[src/rtl/mul8_seq_ctrl.sv]
`default_nettype none
// ============================================================================
// Module   : mul8_seq_ctrl (with helper mul4x4_array)
// Purpose  : Unsigned 8x8 -> 16 multiplier built by sequencing one 4x4 array
//            multiplier over up to four nibble-pair steps, valid/ready on both sides.
// Revision : 1.0 - initial release
// ============================================================================

module mul4x4_array (
    input  logic [3:0] x,
    input  logic [3:0] y,
    output logic [7:0] p
);
    logic [7:0] w_row [4];

    generate
        for (genvar i = 0; i < 4; i++) begin : g_row
            assign w_row[i] = {4'b0000, x & {4{y[i]}}} << i;
        end
    endgenerate

    assign p = w_row[0] + w_row[1] + w_row[2] + w_row[3];
endmodule

module mul8_seq_ctrl #(
    parameter int SKIP_ZERO = 1
) (
    input  logic        clk,
    input  logic        rst_n,
    input  logic        in_valid,
    output logic        in_ready,
    input  logic [7:0]  a,
    input  logic [7:0]  b,
    output logic        out_valid,
    input  logic        out_ready,
    output logic [15:0] result,
    output logic        busy
);
    localparam logic [1:0] c_IDLE = 2'd0;
    localparam logic [1:0] c_MUL  = 2'd1;
    localparam logic [1:0] c_DONE = 2'd2;

    logic [1:0]  r_state;
    logic [7:0]  r_a;
    logic [7:0]  r_b;
    logic [15:0] r_acc;
    logic [15:0] r_result;
    logic        r_out_valid;
    logic [3:0]  r_mask;

    logic [3:0]  w_nib_nz;
    logic [3:0]  w_mask_in;
    logic [3:0]  w_low;
    logic [3:0]  w_mask_nxt;
    logic [3:0]  w_x;
    logic [3:0]  w_y;
    logic [3:0]  w_shift;
    logic [7:0]  w_pp;
    logic [15:0] w_addend;
    logic [15:0] w_sum;

    // Bit k set when both nibbles feeding step k are nonzero
    assign w_nib_nz = {(|a[7:4]) & (|b[7:4]),
                       (|a[3:0]) & (|b[7:4]),
                       (|a[7:4]) & (|b[3:0]),
                       (|a[3:0]) & (|b[3:0])};

    generate
        if (SKIP_ZERO != 0) begin : g_skip
            assign w_mask_in = w_nib_nz;
        end else begin : g_all
            assign w_mask_in = 4'b1111;
        end
    endgenerate

    assign w_low      = r_mask & (~r_mask + 4'd1);
    assign w_mask_nxt = r_mask & ~w_low;

    always_comb begin
        w_x     = r_a[3:0];
        w_y     = r_b[3:0];
        w_shift = 4'd0;
        if (w_low[1]) begin
            w_x     = r_a[7:4];
            w_shift = 4'd4;
        end else if (w_low[2]) begin
            w_y     = r_b[7:4];
            w_shift = 4'd4;
        end else if (w_low[3]) begin
            w_x     = r_a[7:4];
            w_y     = r_b[7:4];
            w_shift = 4'd8;
        end
    end

    mul4x4_array u_mul (
        .x (w_x),
        .y (w_y),
        .p (w_pp)
    );

    // An empty mask is the one-cycle no-op pass: nothing is added
    assign w_addend = (r_mask == 4'd0) ? 16'h0000 : ({8'h00, w_pp} << w_shift);
    assign w_sum    = r_acc + w_addend;

    always_ff @(posedge clk or negedge rst_n) begin
        if (!rst_n) begin
            r_state     <= c_IDLE;
            r_a         <= 8'h00;
            r_b         <= 8'h00;
            r_acc       <= 16'h0000;
            r_result    <= 16'h0000;
            r_out_valid <= 1'b0;
            r_mask      <= 4'd0;
        end else begin
            case (r_state)
                c_IDLE: begin
                    if (in_valid) begin
                        r_a     <= a;
                        r_b     <= b;
                        r_acc   <= 16'h0000;
                        r_mask  <= w_mask_in;
                        r_state <= c_MUL;
                    end
                end
                c_MUL: begin
                    r_acc  <= w_sum;
                    r_mask <= w_mask_nxt;
                    if (w_mask_nxt == 4'd0) begin
                        r_result    <= w_sum;
                        r_out_valid <= 1'b1;
                        r_state     <= c_DONE;
                    end
                end
                c_DONE: begin
                    if (out_ready) begin
                        r_out_valid <= 1'b0;
                        r_state     <= c_IDLE;
                    end
                end
                default: r_state <= c_IDLE;
            endcase
        end
    end

    assign in_ready  = (r_state == c_IDLE);
    assign busy      = (r_state != c_IDLE);
    assign out_valid = r_out_valid;
    assign result    = r_result;
endmodule

`default_nettype wire

[config.mk]
export PLATFORM = sky130hd
export DESIGN_NAME = mul8_seq_ctrl
export DESIGN_NICKNAME = d
export VERILOG_FILES = /design/src/rtl/mul8_seq_ctrl.sv
export SDC_FILE = /design/constraint.sdc
export NUM_CORES = 1
export LEC_CHECK = 0
export CAP_MARGIN = 20
export CELL_PAD_IN_SITES_DETAIL_PLACEMENT = 0
export CELL_PAD_IN_SITES_GLOBAL_PLACEMENT = 2
export CORE_UTILIZATION = 35
export CTS_BUF_LIST = sky130_fd_sc_hd__clkbuf_4
export DETAILED_ROUTE_END_ITERATION = 8
export GPL_TIMING_DRIVEN = 1
export PLACE_DENSITY_LB_ADDON = 0.2
export REMOVE_ABC_BUFFERS = 1
export SLEW_MARGIN = 20
export SYNTH_ARGS = -nofsm -noshare
export SYNTH_HDL_FRONTEND = slang
export SYNTH_HIERARCHICAL = 1
export SYNTH_SLANG_ARGS = --single-unit
[constraint.sdc]
create_clock -name clk -period 6 [get_ports clk]
set_input_delay 0.6 -clock clk [delete_from_list [all_inputs] [get_ports clk]]
set_output_delay 0.6 -clock clk [all_outputs]
set_load 0.1 [all_outputs]
======== Word-level counts from Yosys, hierarchy flattened ========
Index checks and enable logic that the tools add are counted.
word-level totals
  flip-flop bits (word level) ............. 55
  bits of input ports ..................... 20
  output and inout port bits .............. 19
  logic and storage cells ................. 66
cells by class
  $add $sub $neg .......................... 5
  reduce and logical (&&, ||, !) cells .... 15
  equality and inequality tests ........... 5
  shift-type cells ........................ 1
  bitwise operators ....................... 12
  muxes and demuxes ....................... 21
operators with widths
  operator             count
  $mux 4               10
  $mux 16              2
  $pmux 16 s2          1
  $and 4x4->4          6
  $add 16x16->16       1
  $reduce_or 4->1      4
  $shl 8x4->16         1
  $add 7x7->8          1
  $logic_not 4->1      2
  $not 4->4            2
  $pmux 4 s2           1
  $add 6x6->7          1
  $add 4x5->6          1
  $mux 2               3
  $ne 2x2->1 const B   3
  $pmux 2 s3           1
  $reduce_and 2->1     3
  $reduce_and 3->1     2
  $reduce_bool 2->1    3
  $add 4x1->4 const B  1
  $and 1x1->1          4
  $eq 2x1->1 const B   1
  $eq 2x2->1 const B   1
  $logic_not 2->1      1
  other kinds (2)      3

======== Logic depth before layout (Yosys ltp) ========
  word-level depth ........................ 14
  depth in mapped cells ................... 24
  depth with buffers taken out ............ 22

======== Cells and area by module ========
The synthesis kept the hierarchy.
modules (own cells, without submodules)
  module         cells each  instances  area each (µm²)
  mul8_seq_ctrl  348         1          3265.6
  mul4x4_array   42          1          385.4

======== Least setup slack after synthesis ========
OpenSTA, ideal clock, no wires.
  path type ............................... flip-flop to flip-flop
  start point ............................. reg r_mask[3]
  end point ............................... reg r_result[15], in the netlist result[15]
  library setup time ...................... 0.069 ns
  slack ................................... 0.484 ns
  stages on the path, launching flop included .. 24
  arrival time ............................ 5.447 ns
  cells stage by stage .................... dfrtp_1 buf_6 nor2b_1 o21bai_1 mux2_2 and2_1 fa_1 inv_1 fa_1 inv_1 ha_1 fa_1 a21o_1 a21oi_2 xnor2_1 nand2_1 a21oi_1 ha_1 clkbuf_1 nand3_1 and3b_2 a221o_1 or4_1 nand3_1
on the way
  cells in the longest elaborated chain, start to end .. 13
  elaborated cells between the ends (all ways) .. 27
ends and longest elaborated chain
  element                 line  source
  from (decl)             49    logic [3:0] r_mask;
  from (signal assigned)  122   r_mask <= w_mask_in;
  from (signal assigned)  128   r_mask <= w_mask_nxt;
  $not 4->4               76    assign w_low = r_mask & (~r_mask + 4'd1);
  $add 4x1->4             76
  $and 4x4->4 (*)         76
  $mux 4 (*)              89    end else if (w_low[3]) begin
  $mux 4 (*)              86    end else if (w_low[2]) begin
  $mux 4 (*)              83    if (w_low[1]) begin
  net w_x[0]              55    logic [3:0] w_x;
  $and 4x4->4             18    assign w_row[i] = {4'b0000, x & {4{y[i]}}} << i;
  $add 4x5->6             22    assign p = w_row[0] + w_row[1] + w_row[2] + w_row[3];
  $add 6x6->7             22
  $add 7x7->8 (*)         22
  net w_pp[7]             58    logic [7:0] w_pp;
  $shl 8x4->16 (*)        103   assign w_addend = (r_mask == 4'd0) ? 16'h0000 : ({8'h00, w_pp} << w_shift);
  $mux 16 (*)             103
  $add 16x16->16 (*)      104   assign w_sum = r_acc + w_addend;
  to (signal assigned)    130   r_result <= w_sum;
  to (decl)               47    logic [15:0] r_result;
The timed path passes the listed nets; every way through them passes the cells marked *.
A chain may end at the register's enable or synchronous reset.

======== Final worst setup path ========
  start point ............................. reg r_mask[2]
  end point ............................... reg r_result[15], in the netlist result[15]
on the way
  elaborated cells between the ends (all ways) .. 27
RTL lines
  element             line  source
  $not 4->4           76
  $add 4x1->4         76
  $and 4x4->4 (*)     76
  $mux 4              89
  $mux 4 (*)          86
  $mux 4 (*)          83
  net w_y[3]          56    logic [3:0] w_y;
  $and 4x4->4 (*)     18
  $add 7x7->8 (*)     22
  net w_pp[7]         58
  $shl 8x4->16 (*)    103
  $mux 16 (*)         103
  $add 16x16->16 (*)  104
Marked as above.

==> flow_metrics.env <==
export IMPL_busiest_layer="met2"
export IMPL_start_kind="register"
export IMPL_io_buffers=38
export IMPL_first_pass_iters=4
export IMPL_routed_wl_mm=8.28
export IMPL_synth_edf_count=0
export IMPL_via_per_inst=5.17
export IMPL_die_h_um=104
export IMPL_syn_area_per_cell_um2=9.36
export IMPL_drt_iter0_markers=113
export IMPL_place_inst=553
export IMPL_fin_hold_ws_ns=0.328
export IMPL_hold_buffers=0
export IMPL_path_cells="or2_1, nand2_2, mux2_2, and2_1, fa_1, inv_1, fa_1, inv_1, ha_1, fa_1, a21o_1, a21oi_2, xnor2_1, nand2_1, o21ai_0, ha_2, nand2_1, a211oi_2, nand2_1, a221o_1, or4_1, nand3_1"
export IMPL_post_route_cells_drive_above_1_share_pct=14.9
export IMPL_synthArstFlopShare_pct=100
export IMPL_ys_warn_count=6
export IMPL_max_stage_delay_ns=0.53
export IMPL_start_util_pct=36.7
export IMPL_synth_top_cell_by_area="dfrtp_1"
export IMPL_seq_area_frac_synth_pct=37.7
export IMPL_hpwl_mm=6.29
export IMPL_synthCells=390
export IMPL_drtAntennaViolNets=0
export IMPL_grt_overflow=0
export IMPL_clk_path_buf_depth=2
export IMPL_track_usage_pct=16.2
export IMPL_ys_seq_elements=55
export IMPL_cap_violations=0
export IMPL_wl_per_cell_um=14.7
export IMPL_final_setup_viol_count=0
export IMPL_drc_errors=0
export IMPL_via_count=2903
export IMPL_critPathArrivalTime_ns=6.07
export IMPL_fillers=992
export IMPL_numCtsBuffers=5
export IMPL_fin_crit_sh_pct=95.6
export IMPL_period_needed_ns=5.74
export IMPL_setup_ws_ns=0.264
export IMPL_synth_top_area_share_pct=37.7
export IMPL_post_place_ws_ns=0.118
export IMPL_cts_tree="done"
export IMPL_cp_startpoint="r_mask[2]"
export IMPL_htree_levels=2
export IMPL_gp_congestion=0.832
export IMPL_num_antenna_cells=0
export IMPL_final_util_pct=43.1
export IMPL_critPathBufInv=2
export IMPL_layout_area_overhead_vs_synth_pct=17.5
export IMPL_use_met1_pct=21.7
export IMPL_fp_row_count=36
export IMPL_met3_usage_pct=2.51
export IMPL_critPathMaxFanout=8
export IMPL_crit_family="adder cells"
export IMPL_slowest_stage="fa_1"
export IMPL_fin_cells=562
export IMPL_crit_type="reg -> reg"
export IMPL_ios=39
export IMPL_ys_types=51
export IMPL_nets=479
export IMPL_grt_max_degree=56
export IMPL_drv_slew=0
export IMPL_clock_root_buffer="clkbuf_4"
export IMPL_die_width_um=104
export IMPL_synthesis_area_um2=3650
export IMPL_relSlewSlack_pct=35.4
export IMPL_worstPathRequired_ns=6.33
export IMPL_globalRouteMet2Util_pct=27.1
export IMPL_clk_latency_ns=0.40
export IMPL_core_um2=9950
export IMPL_grt_pass1_vias=2859
export IMPL_worst_setup_path_end_kind="register"
export IMPL_hold_class="in -> async"
export IMPL_fmax_ghz=0.174
export IMPL_fin_worst_skew_ns=0.0195
export IMPL_synthFlopType="dfrtp_1"
export IMPL_die_area_um2=10800
export IMPL_worst_slew_pin_slew_ns=0.966
export IMPL_yosys_top_cells_area="dfrtp_1 38%, ha_1 8.6%, mux2_2 7.4%"
export IMPL_finalHoldViolCount=0
export IMPL_path_clk_slew_ns=0.17
export IMPL_timing_rr_start="r_mask[2]"
export IMPL_clock_sinks=55
export IMPL_status="completed"
export IMPL_grt_first_pass_wirelength_mm=14.2
export IMPL_antenna_found_initial=0
[routing by layer]
layer  vias to the layer above  part of all wire, %
met4                         0                 0.94
met5                         -                    0
met1                      1354                   48
met3                         8                  2.4
li1                       1492                    -
met2                        49                   48
[cells in the final DEF (no fill, tap or decap), drive strengths merged, types with 3 or more instances in the layout]
cell            n
o21bai          4
nand4           7
inv             9
nor2           13
buf            12
a21o            7
or4             4
xnor2           9
or2             3
a211oi          3
mux2           24
a21oi          20
nor4            5
nand2          53
and2           20
ha             25
clkdlybuf4s50  37
nand3          26
nor3            4
nand2b          3
o211ai          5
dfrtp          55
clkbuf          6
o21ai          35
fa              6
xor2            4
[cell usage after synthesis, types with 3 or more instances]
master,number
clkbuf_1,17
nand2b_1,3
nor3_1,4
o21bai_1,4
or4_1,4
nand3_1,26
a211oi_1,3
xnor2_1,9
ha_1,25
nand2_1,52
nand4_1,7
xor2_1,4
nor2_1,13
mux2_2,24
dfrtp_1,55
o21ai_1,14
inv_1,9
and2_2,3
nor4_1,5
a21o_1,7
o21ai_0,21
and2_1,17
o211ai_1,5
fa_1,6
a21oi_1,19
[cell type report]
type                       count  area (µm²)  area share, %
clock buffer                   6        45.0           1.05
inverter                       9        33.8          0.787
timing repair buffer          49         458           10.7
multi-input combinational    308        2190           51.1
tap                          133         166           3.88
sequential                    55        1380           32.1
clock inverter                 2        17.5          0.408
[final timing paths]
path | cells after the start | end | slack, ns
min reg2reg | 2 | result[7] | 0.50
max reg2reg | 22 | result[15] | 0.26
max | 22 | result[15] | 0.26
max in group asynchronous | 2 | r_mask[3] | 5.17
min in group clk | 2 | result[7] | 0.50
min | 2 | result[2] | 0.33
[sequential cells by signal (all words and copies together) (netlist names)]
register / cells
out_valid: 1
r_a: 8
r_acc: 16
r_b: 8
r_mask: 4
r_state: 2
result: 16
[repair_timing]
| action | CTS | global route |
|---|---|---|
| resized for setup | 0 | 9 |
| buffers inserted | 0 | 1 |
| setup endpoints to repair | 0 | 4 |
[kinds of logic after synthesis]
group	Yosys count	synth area share [%]
adders and majority gates	32	12.1
xor gates and xnor gates	13	3.12
buffers and inverters	27	2.98
and+or+nand+nor	147	20.8
AOI/OAI and AO/OA	92	15.9
DFF	55	37.7
muxes	24	7.40
[metrics by stage]
stage | instance area (µm²) | setup TNS [ns]
floorplan | 3580 | 0
global placement | 4190 | 0
detailed placement | 4190 | 0
CTS | 4260 | 0
global route | 4290 | -0.0268
finish | 4290 | 0
Power is left out: the tool's default activity adds up to more than one toggle a clock period on the data nets, which glitch-free logic cannot reach.
